`config.mk`:
```
export PLATFORM = sky130hd
export DESIGN_NAME = tanh_arbiter
export DESIGN_NICKNAME = d
export VERILOG_FILES = /design/src/rtl/tanh_arbiter.sv
export SDC_FILE = /design/constraint.sdc
export NUM_CORES = 1
export LEC_CHECK = 0
export CAP_MARGIN = 20
export CORE_MARGIN = 2
export CORE_UTILIZATION = 43
export CTS_CLUSTER_DIAMETER = 60
export CTS_CLUSTER_SIZE = 16
export DETAILED_ROUTE_END_ITERATION = 10
export PLACE_DENSITY = 0.87
export SLEW_MARGIN = 0
export SYNTH_ARGS = -nofsm -noshare
export SYNTH_HDL_FRONTEND = slang
export SYNTH_SLANG_ARGS = --single-unit
```
`constraint.sdc`:
```
create_clock -name clk -period 4.39 [get_ports clk]
set_input_delay 0.439 -clock clk [delete_from_list [all_inputs] [get_ports clk]]
set_output_delay 0.439 -clock clk [all_outputs]
set_load 0.03 [all_outputs]
```
`src/rtl/tanh_arbiter.sv`:
```
// tanh_arbiter: round-robin scheduler sharing one iterative tanh unit among NREQ requesters.
// Grants one request at a time, sequences the unit's hold/ack/clear handshake and returns the
// result tagged with the requester id.
// Optional feature macro: TANH_TIMEOUT_EN bounds the WAIT state to TO_CYC cycles; on expiry the
// unit is flushed and a response with timeout_err=1 and rsp_data=0 is returned.
module tanh_arbiter #(
    parameter int unsigned NREQ   = 4,
    parameter int unsigned IDW    = 2,
    parameter int unsigned DW     = 32,
    parameter int unsigned TO_CYC = 31
) (
    input  logic                clk,
    input  logic                rst,
    input  logic [NREQ-1:0]     req_valid,
    input  logic [NREQ*DW-1:0]  req_data,
    output logic [NREQ-1:0]     req_ready,
    output logic                rsp_valid,
    input  logic                rsp_ready,
    output logic [IDW-1:0]      rsp_id,
    output logic [DW-1:0]       rsp_data,
    output logic                timeout_err,
    output logic                busy,
    output logic [DW-1:0]       tu_ox,
    output logic                tu_wa,
    output logic                tu_comp,
    output logic                tu_locked,
    input  logic                tu_en,
    input  logic [DW-1:0]       tu_tanh
);

    typedef enum logic [2:0] {StIdle, StLaunch, StWait, StAck, StRsp, StFlush} state_e;

    state_e            state_q, state_d;
    logic [IDW-1:0]    rr_ptr_q, rr_ptr_d;
    logic [NREQ-1:0]   req_ready_q, req_ready_d;
    logic              rsp_valid_q, rsp_valid_d;
    logic [IDW-1:0]    rsp_id_q, rsp_id_d;
    logic [DW-1:0]     rsp_data_q, rsp_data_d;
    logic [DW-1:0]     tu_ox_q, tu_ox_d;
    logic              tu_wa_q, tu_wa_d;
    logic              tu_comp_q, tu_comp_d;
    logic              tu_locked_q, tu_locked_d;
    logic              busy_q, busy_d;

    logic [IDW-1:0]    grant, grant_hi, grant_lo;
    logic              found_hi;

`ifdef TANH_TIMEOUT_EN
    localparam int unsigned CW = $clog2(TO_CYC + 1);
    logic [CW-1:0]     cnt_q, cnt_d;
    logic              to_err_q, to_err_d;
`else
    // TO_CYC only matters when the timeout is built in.
    logic              unused_to_cyc;
    assign unused_to_cyc = ^TO_CYC;
`endif

    assign req_ready = req_ready_q;
    assign rsp_valid = rsp_valid_q;
    assign rsp_id    = rsp_id_q;
    assign rsp_data  = rsp_data_q;
    assign busy      = busy_q;
    assign tu_ox     = tu_ox_q;
    assign tu_wa     = tu_wa_q;
    assign tu_comp   = tu_comp_q;
    assign tu_locked = tu_locked_q;
`ifdef TANH_TIMEOUT_EN
    assign timeout_err = to_err_q;
`else
    assign timeout_err = 1'b0;
`endif

    // Round-robin pick: lowest requester above rr_ptr, otherwise lowest requester overall.
    always_comb begin
        grant_hi = '0;
        grant_lo = '0;
        found_hi = 1'b0;
        for (int i = NREQ - 1; i >= 0; i--) begin
            if (req_valid[i]) begin
                grant_lo = IDW'(i);
                if (i > int'(rr_ptr_q)) begin
                    grant_hi = IDW'(i);
                    found_hi = 1'b1;
                end
            end
        end
        grant = found_hi ? grant_hi : grant_lo;
    end

    // Next-state and next-output logic; every output is registered from these _d values.
    always_comb begin
        state_d     = state_q;
        rr_ptr_d    = rr_ptr_q;
        req_ready_d = '0;
        rsp_valid_d = rsp_valid_q;
        rsp_id_d    = rsp_id_q;
        rsp_data_d  = rsp_data_q;
        tu_ox_d     = tu_ox_q;
`ifdef TANH_TIMEOUT_EN
        cnt_d       = cnt_q;
        to_err_d    = to_err_q;
`endif
        unique case (state_q)
            StIdle: begin
                if (|req_valid) begin
                    state_d  = StLaunch;
                    rr_ptr_d = grant;
                    rsp_id_d = grant;
                    for (int i = 0; i < NREQ; i++) begin
                        if (grant == IDW'(i)) begin
                            req_ready_d[i] = 1'b1;
                            tu_ox_d        = req_data[i*DW +: DW];
                        end
                    end
                end
            end
            StLaunch: begin
                state_d = StWait;
`ifdef TANH_TIMEOUT_EN
                cnt_d   = '0;
`endif
            end
            StWait: begin
                if (tu_en) begin
                    rsp_data_d  = tu_tanh;
                    rsp_valid_d = 1'b1;
                    state_d     = StAck;
                end
`ifdef TANH_TIMEOUT_EN
                else if (cnt_q == CW'(TO_CYC - 1)) begin
                    state_d    = StFlush;
                    rsp_data_d = '0;
                    to_err_d   = 1'b1;
                end else begin
                    cnt_d = cnt_q + 1'b1;
                end
`endif
            end
            StAck: begin
                state_d = StRsp;
                // rsp_valid is already visible here, so a ready consumer completes the
                // handshake now rather than seeing the same result twice.
                if (rsp_ready) rsp_valid_d = 1'b0;
            end
            StRsp: begin
                if (rsp_ready || !rsp_valid_q) begin
                    rsp_valid_d = 1'b0;
                    state_d     = StIdle;
`ifdef TANH_TIMEOUT_EN
                    to_err_d    = 1'b0;
`endif
                end
            end
            StFlush: begin
                state_d     = StRsp;
                rsp_valid_d = 1'b1;
            end
            default: state_d = StIdle;
        endcase

        // Unit controls and busy follow the state being entered.
        tu_wa_d     = (state_d != StLaunch);
        tu_comp_d   = (state_d == StAck);
        tu_locked_d = (state_d == StFlush);
        busy_d      = (state_d != StIdle);
    end

    // State and output registers with synchronous reset.
    always_ff @(posedge clk) begin
        if (rst) begin
            state_q     <= StIdle;
            rr_ptr_q    <= IDW'(NREQ - 1);
            req_ready_q <= '0;
            rsp_valid_q <= 1'b0;
            rsp_id_q    <= '0;
            rsp_data_q  <= '0;
            tu_ox_q     <= '0;
            tu_wa_q     <= 1'b1;
            tu_comp_q   <= 1'b0;
            tu_locked_q <= 1'b1;
            busy_q      <= 1'b0;
        end else begin
            state_q     <= state_d;
            rr_ptr_q    <= rr_ptr_d;
            req_ready_q <= req_ready_d;
            rsp_valid_q <= rsp_valid_d;
            rsp_id_q    <= rsp_id_d;
            rsp_data_q  <= rsp_data_d;
            tu_ox_q     <= tu_ox_d;
            tu_wa_q     <= tu_wa_d;
            tu_comp_q   <= tu_comp_d;
            tu_locked_q <= tu_locked_d;
            busy_q      <= busy_d;
        end
    end

`ifdef TANH_TIMEOUT_EN
    // WAIT cycle counter and timeout flag.
    always_ff @(posedge clk) begin
        if (rst) begin
            cnt_q    <= '0;
            to_err_q <= 1'b0;
        end else begin
            cnt_q    <= cnt_d;
            to_err_q <= to_err_d;
        end
    end
`endif

endmodule

```
==> key figures, run 1 <==
Outcome
  • Outcome: completed

Clocking
  • Cts hold-fix bufs: 0
  • Worst-path clk slew: 0.08 ns
  • Cts bufs inserted: 9
  • Clock Latency Late Sink: 0.35 ns
  • Sink Count: 80
  • Post_cts resized: 0
  • Setup Buffers After CTS: 0
  • Clk buf depth: 2
  • H-tree lvl count: 3
  • CTS tree: done
  • Root Driver: clkbuf_8

Timing
  • Minimum clock period: 2.74 ns
  • Pins Over Slew Limit: 0
  • FMAX: 0.365 GHz
  • Final setup viols: 0
  • Period utilization: 62.4%
  • Final setup margin: 1.65 ns
  • RSZ-0062 raised after global routing: no
  • Layout Skew: 0.0105 ns
  • Rel. slew slack: 36.4%
  • WHS: 0.309 ns
  • Setup TNS: 0 ns
  • Worst slew pin tran: 0.954 ns
  • Fin. Hold Viols: 0

Synthesis
  • Post-synth cell types: 43
  • Synth Register Bits: 80
  • Synth warnings: 0
  • Sequential share of the synthesized area: 35.5%
  • Synth top area share: 35.5%
  • Cell taking the most area after synthesis: dfxtp_1
  • Avg Cell Area, Syn: 7.62 µm²
  • Async set-reset flop share out of synthesis: 0%
  • Number of flops mapped to enable cells by yosys: 0
  • Syn_nets: 761
  • Most frequent cell after synthesis: nand2_1
  • Top cells by count, synth: 101 x nand2_1, 80 x dfxtp_1, 40 x nor2_1
  • Top post-synthesis cells by area: dfxtp_1 36%, nand2_1 8.4%, mux2_1 7.2%
  • Post-synthesis cell count: 592
  • Synth Flop Type: dfxtp_1
  • Synth Cell Area: 4510 µm²

Detailed routing
  • Drt wl/cell: 16.9 µm
  • WL final: 16000 µm
  • DR pass1 iterations: 5
  • Post-DRT Antenna Nets: 0
  • DR vias: 5306
  • Starting DRC count in detailed routing: 356
  • Number of remaining DRC errors: 0
  • Via density: 5.63

Pwr
  • Pwr Density: 552 nW/µm²
  • Total power: 3.98 mW
  • Static leakage: 2.52 nW
  • Worst VDD drop: 0.000332 V

Worst setup path
  • Worst endpoint required time: 4.59 ns
  • CP arrival: 2.94 ns
  • R2R cell count: 6
  • CP Launch Type: input pin
  • Setup Crit Path Kind: in2reg
  • CP endpoint kind: flip-flop
  • Max FO, Critical Path: 19

Place
  • Detailed placer's ending HPWL: 11700 µm
  • Port Buffer Count: 242
  • Placed cell areas: 6960 µm²
  • Post-place setup slack: 1.27 ns
  • Gpl congestion: 0.851

Floorplan
  • I/O pins: 244
  • DIE AREA: 11300 µm²
  • Initial Util: 43.9%
  • Die Y: 106 µm
  • Core Area: 10300 µm²
  • Die W: 106 µm
  • Row cnt: 37

Global routing
  • Total grt overflow: 0
  • Number of global-route vias before repair: 5043
  • Largest net degree at the start of global routing: 79
  • Antenna violations before repair: 0
  • All-Layer GR Usage: 27.2%
  • Wire length of the first global-routing pass: 24700 µm

Cells and area
  • Fin area: 7220 µm²
  • Register area: 1600 µm²
  • Layout Nets: 972
  • N_diodes: 0
  • Layout cells sized above 1: 5.45%
  • Area of the multi-input gates: 2640 µm²
  • Area Growth Syn to Fin: 60.1%
  • Fill count: 804

Worst hold path
  • Hold Path Depth: 2
  • Tightest Hold Check Type: in2reg

Run
  • Max-Cap Viols: 0
## kinds of logic after synthesis
kind of cell,Yosys count,synth area share (%)
other cells,1,0.0831
simple gates,264,27.9
flops,80,35.5
fa+ha+maj,1,0.277
mux,33,8.21
xor+xnor,1,0.194
buf+inv,59,6.21
compound gates,153,21.7
## final timing paths
| path | end | slack, ns | from |
|---|---|---|---|
| hold reg to reg | rsp_data[28] | 0.46 | rsp_data[28] |
| setup reg to reg | tu_ox[28] | 1.77 | rr_ptr_q[1] |
| setup / recovery | tu_ox[28] | 1.65 | req_valid[3] |
| hold / removal | req_ready[0] | 0.31 | rst |
## power by group
part           switching (mW)  internal (mW)
sequential              0.158          0.943
clock                   0.266          0.333
combinational            1.35          0.935
total                    1.77           2.21
## layout by cell type, fill, tap and decap left out, drive strengths merged, types with 2 or more instances in the layout
master,instances
a21oi,36
nand2,101
nand2b,9
buf,16
nor2b,2
bufinv,2
nor3,39
o21ba,2
clkdlybuf4s50,241
o21ai,37
dfxtp,80
nand3b,2
nand3,33
mux2,32
nor2,40
inv,2
a31oi,33
o21a,2
o211ai,2
or2,2
a211oi,33
clkbuf,10
nor3b,34
clkinv,2
## state kept, by name, summed over array words and instances (netlist names)
| name | flops |
|---|---|
| rsp_data | 32 |
| tu_ox | 32 |
| req_ready | 4 |
| state_q | 3 |
| rr_ptr_q | 2 |
| rsp_id | 2 |
| busy | 1 |
| rsp_valid | 1 |
| tu_comp | 1 |
| tu_locked | 1 |
| tu_wa | 1 |
## layer usage
| metal | vias up | GRT usage (%) | share of wire, % |
|---|---|---|---|
| li1 | 2531 | - | - |
| met1 | 2438 | 32.0 | 39 |
| met2 | 301 | 46.2 | 49 |
| met3 | 36 | 7.91 | 9.9 |
| met4 | 0 | 11.4 | 2.8 |
| met5 | - | 0 | 0 |
## layout make-up
| cell class | count | share of cell area, % |
|---|---|---|
| clock buffer | 10 | 1.91 |
| multi-input combinational | 453 | 36.5 |
| inverter | 2 | 0.104 |
| clock inverter | 5 | 1.13 |
| timing repair buffer | 257 | 35.8 |
| sequential | 80 | 22.2 |
| tap | 136 | 2.36 |
## through the flow
stage,util (%),std cells
2_1_floorplan,-,592
3_3_place_gp,67.3,924
3_5_place_dp,67.7,926
4_1_cts,69.8,941
5_1_grt,70.2,943
6_report,70.2,943
## critical path: stages
cell and delay, ns:
clkdlybuf4s50_1 0.56, a2bb2oi_1 0.23, o32ai_4 0.80, buf_4 0.36, mux2_1 0.35, nand3_1 0.10, a31oi_1 0.09
Power figures use the tool's default switching activity.
==> inputs of run 2 (changes only) <==
Settings changed: CORE_UTILIZATION 43 to 40, PLACE_DENSITY 0.87 to 0.82.
Clock period 4.39 ns to 2.6 ns, I/O delays scaled along.
==> run 2 against run 1 <==
  * Sequential share of layout area shrank 0.38 points
  * Hold slack improved by 0.15 ns
  * Global-route usage down 1.7 points
==> key figures, run 2 (synthesis results as in run 1) <==
Worst setup path
  • Family with the most delay on the worst path: compound AO/OA/AOI/OAI gates
  • Reg2Reg Setup Slack: 0.58 ns
  • CP endpoint kind: flip-flop
  • R2R Path End: tu_ox[8]
  • Setup Crit Path Kind: reg2reg
  • Worst endpoint required time: 2.77 ns
  • CP Launch Type: flip-flop
  • Worst-path cell chain: nand2_1, o21ai_2, buf_12, nor3b_1, o21ai_0, a31oi_1
  • Slowest-stage cell, CP: dfxtp_1
  • R2R cell count: 6
  • Critical path's largest stage delay: 0.60 ns
  • Max FO, Critical Path: 21
  • Worst R2R Start: rr_ptr_q[1]
  • CP bufs+invs: 1
  • CP arrival: 2.19 ns

Timing
  • WHS: 0.454 ns
  • Final setup margin: 0.580 ns
  • Setup TNS: 0 ns
  • Period utilization: 77.7%
  • FMAX: 0.495 GHz
  • Worst slew pin tran: 0.910 ns
  • Fin. Hold Viols: 0
  • RSZ-0062 raised after global routing: no
  • Final setup viols: 0
  • Minimum clock period: 2.02 ns
  • Rel. slew slack: 39.3%
  • Layout Skew: 0.00515 ns
  • Pins Over Slew Limit: 0

Detailed routing
  • Starting DRC count in detailed routing: 281
  • Post-DRT Antenna Nets: 0
  • Drt wl/cell: 16.6 µm
  • DR pass1 iterations: 5
  • WL final: 15800 µm
  • DR vias: 5332
  • Number of remaining DRC errors: 0
  • Via density: 5.59

Global routing
  • Largest net degree at the start of global routing: 50
  • All-Layer GR Usage: 25.5%
  • Antenna violations before repair: 0
  • Total grt overflow: 0
  • Number of global-route vias before repair: 5268
  • Wire length of the first global-routing pass: 24400 µm

Place
  • Post-place setup slack: 0.266 ns
  • Cells after DPL: 938
  • Detailed placer's ending HPWL: 11900 µm
  • Gpl congestion: 0.816
  • Port Buffer Count: 242

Pwr
  • Worst VDD drop: 0.000473 V
  • Pwr Density: 960 nW/µm²
  • Static leakage: 2.58 nW

Cells and area
  • Most common cell after layout, fill and taps aside: clkdlybuf4s50_1
  • Final Util: 67.2%
  • Non-filler instance count after layout: 954
  • Area Growth Syn to Fin: 62.8%
  • N_diodes: 0
  • Layout Nets: 978
  • Most frequent cells in the layout: 241 x clkdlybuf4s50_1, 101 x nand2_1, 80 x dfxtp_1
  • Layout cells sized above 1: 6.14%

Worst hold path
  • Tightest Hold Check Type: reg2reg
  • Hold Path Depth: 2
  • WHS Endpoint: rsp_data[12]
  • Hold_sp: rsp_data[12]

Clocking
  • H-tree lvl count: 3
  • Sink Count: 80
  • Cts bufs inserted: 9
  • Cts hold-fix bufs: 0
  • Root Driver: clkbuf_16
  • Worst-path clk slew: 0.06 ns
  • Clk buf depth: 2
  • Post_cts resized: 0
  • CTS tree: done
  • Clock Latency Late Sink: 0.33 ns
  • Setup Buffers After CTS: 0

Floorplan
  • Row cnt: 38
  • Die W: 110 µm
  • Initial Util: 41.2%
  • I/O pins: 244
  • Core Area: 10900 µm²
  • DIE AREA: 12100 µm²
  • Die Y: 110 µm

Run
  • Max-Cap Viols: 0

Outcome
  • Outcome: completed
[run 2: cell type report]
class | instances | area (µm²)
Clock buffer | 11 | 243
Clock inverter | 5 | 56.3
Fill cell | 906 | 3590
Inverter | 2 | 7.51
Multi-Input combinational cell | 453 | 2640
Sequential cell | 80 | 1600
Tap cell | 140 | 175
Timing Repair Buffer | 263 | 2630
[run 2: layer usage]
layer / vias up / GRT usage, % / part of all wire (%)
li1: 2535 / - / -
met1: 2499 / 26.5 / 36
met2: 264 / 47.9 / 51
met3: 34 / 7.05 / 10
met4: 0 / 10.5 / 2.7
met5: - / 0 / 0
[run 2: where the power goes]
| group | internal (mW) | total [mW] | switching, mW |
|---|---|---|---|
| clock network | 0.769 | 1.27 | 0.504 |
| logic | 1.65 | 3.93 | 2.29 |
| registers | 1.59 | 1.84 | 0.249 |
[run 2: how the worst max path moves through the flow]
| stage | startpoint | to | slack (ns) | cells past startpoint |
|---|---|---|---|---|
| final | rr_ptr_q[1] | tu_ox[8] | 0.58 | 6 |
| after global routing | rr_ptr_q[1] | tu_ox[7] | 0.40 | 6 |
| after CTS | rr_ptr_q[1] | tu_ox[8] | 0.57 | 6 |
| after detailed placement | req_valid[0] | tu_ox[8] | 0.27 | 7 |
| after global placement | req_valid[0] | tu_ox[3] | 0.35 | 7 |
| after floorplan | rr_ptr_q[0] | tu_ox[10] | 0.97 | 6 |
[run 2: through the flow]
stage | power [mW] | area (µm²)
after global routing | 7.48 | 7340
after global placement | 5.70 | 7050
after CTS | 7.09 | 7340
final | 7.05 | 7340
after detailed placement | 5.80 | 7050
after floorplan | 4.28 | 4510
[run 2: worst register-to-register path, stage by stage (launching register included)]
cell and delay, ns:
dfxtp_1 0.60, nand2_1 0.12, o21ai_2 0.56, buf_12 0.25, nor3b_1 0.06, o21ai_0 0.18, a31oi_1 0.10
==> inputs of run 3 (changes only) <==
Settings changed: CORE_UTILIZATION 40 to 36, PLACE_DENSITY 0.82 to 0.78.
Clock period 2.6 ns to 1.77 ns, I/O delays scaled along.
==> run 3 against run 2 <==
  * Wire length rose by 13%
  * Count of clock-buffer cells in the layout is 1 lower
  * Maximum frequency grew 15%
  * Largest power group unchanged
  * Sequential power is 46% higher
  * Combinational power is 71% higher
  * Sequential share of layout area is 1.4 points lower
  * Die area increased by 11%
  * Flip-flop and latch count unchanged
==> key figures, run 3 (synthesis results as in run 1) <==
Outcome
  • Outcome: completed

Cells and area
  • N_diodes: 0
  • Fill count: 995
  • Register area: 1610 µm²
  • Layout cells sized above 1: 11.8%
  • Area Growth Syn to Fin: 74.6%
  • Area of the multi-input gates: 2750 µm²
  • Most frequent cells in the layout: 237 x clkdlybuf4s50_1, 101 x nand2_1, 78 x dfxtp_1
  • Most common cell after layout, fill and taps aside: clkdlybuf4s50_1
  • Layout Nets: 1002

Detailed routing
  • DR vias: 5462
  • DR pass1 iterations: 5
  • Post-DRT Antenna Nets: 0
  • Number of remaining DRC errors: 0
  • Drt wl/cell: 17.8 µm
  • Starting DRC count in detailed routing: 402
  • Via density: 5.43
  • WL final: 17900 µm

Floorplan
  • Initial Util: 37.2%
  • Die Y: 116 µm
  • I/O pins: 244
  • DIE AREA: 13400 µm²
  • Die W: 116 µm
  • Core Area: 12100 µm²
  • Row cnt: 40

Place
  • Gpl congestion: 0.867
  • Port Buffer Count: 242
  • Detailed placer's ending HPWL: 12500 µm

Pwr
  • Worst VDD drop: 0.000636 V
  • Total power: 11.4 mW
  • Pwr Density: 1450 nW/µm²
  • Static leakage: 2.84 nW

Timing
  • WHS: 0.296 ns
  • Fin. Hold Viols: 0
  • Final setup viols: 0
  • FMAX: 0.568 GHz
  • Layout Skew: 0.00736 ns
  • Minimum clock period: 1.76 ns
  • Pins Over Slew Limit: 0
  • Period utilization: 99.4%

Worst setup path
  • CP endpoint kind: flip-flop
  • Max FO, Critical Path: 8
  • Worst endpoint required time: 1.98 ns
  • CP Launch Type: flip-flop
  • CP arrival: 1.97 ns
  • Setup Crit Path Kind: reg2reg

Global routing
  • Antenna violations before repair: 0
  • Number of global-route vias before repair: 5465
  • Total grt overflow: 0
  • Largest net degree at the start of global routing: 33
  • All-Layer GR Usage: 24.6%
  • Wire length of the first global-routing pass: 25900 µm

Clocking
  • Cts hold-fix bufs: 0
  • H-tree lvl count: 3
  • Cts bufs inserted: 9
  • Worst-path clk slew: 0.06 ns
  • Clk buf depth: 2
  • Clock Latency Late Sink: 0.34 ns
  • Root Driver: clkbuf_16
  • CTS tree: done
  • Sink Count: 80

Run
  • Max-Cap Viols: 0

Worst hold path
  • Tightest Hold Check Type: in2reg
[run 3: metal layers]
metal | global-route usage [%] | routed length (µm) | vias up
met5 | 0 | 0 | -
met4 | 11.7 | 469 | 0
met3 | 6.59 | 1740 | 50
met2 | 45.5 | 9010 | 315
met1 | 25.7 | 6640 | 2499
li1 | - | - | 2598
[run 3: path summary, 6_finish.rpt]
check,start,endpoint,slack (ns),cells past startpoint
setup / recovery,rr_ptr_q[0],tu_ox[8],0.01,7
hold / removal,rst,rsp_id[1],0.30,2
setup reg to reg,rr_ptr_q[0],tu_ox[8],0.01,7
hold reg to reg,rsp_data[20],rsp_data[20],0.45,2
[run 3: worst max-delay path: stages, from the launching register on]
cell and delay [ns]:
dfxtp_4 0.40, a2bb2oi_2 0.10, o32ai_4 0.28, buf_6 0.18, clkbuf_16 0.17, mux2_1 0.33
nand3_1 0.10, a31oi_1 0.08
[run 3: layout make-up]
| type | instances | area share, % |
|---|---|---|
| clock inverter | 5 | 1.03 |
| tap | 168 | 2.67 |
| multi-input combinational | 453 | 35.0 |
| sequential | 80 | 20.4 |
| clock buffer | 10 | 2.91 |
| inverter | 2 | 0.0953 |
| timing repair buffer | 287 | 37.9 |
[run 3: where the power goes]
group / internal (mW) / total, mW / switching (mW)
registers: 2.35 / 2.68 / 0.326
logic: 3.01 / 6.73 / 3.73
clock network: 1.23 / 1.98 / 0.750
[run 3: timing repair]
| action | CTS | global route |
|---|---|---|
| gates resized for setup | 9 | 28 |
| gates cloned | 1 | 2 |
| buffers inserted | 2 | 0 |
| endpoints found under the setup margin | 30 | 33 |
| pin swaps | 1 | 1 |
[run 3: metrics by stage]
step           setup TNS, ns  utilization, %  cell area (µm²)  instances  worst slack (ns)
2_1_floorplan              0               -             4510        592             0.140
3_3_place_gp          -10.29            60.6             7340        985            -0.359
3_5_place_dp          -11.66            60.6             7340        985            -0.352
4_1_cts                    0            63.6             7700       1003          0.000279
5_1_grt              -0.0787            65.0             7880       1005           -0.0186
6_report                   0            65.0             7880       1005            0.0104
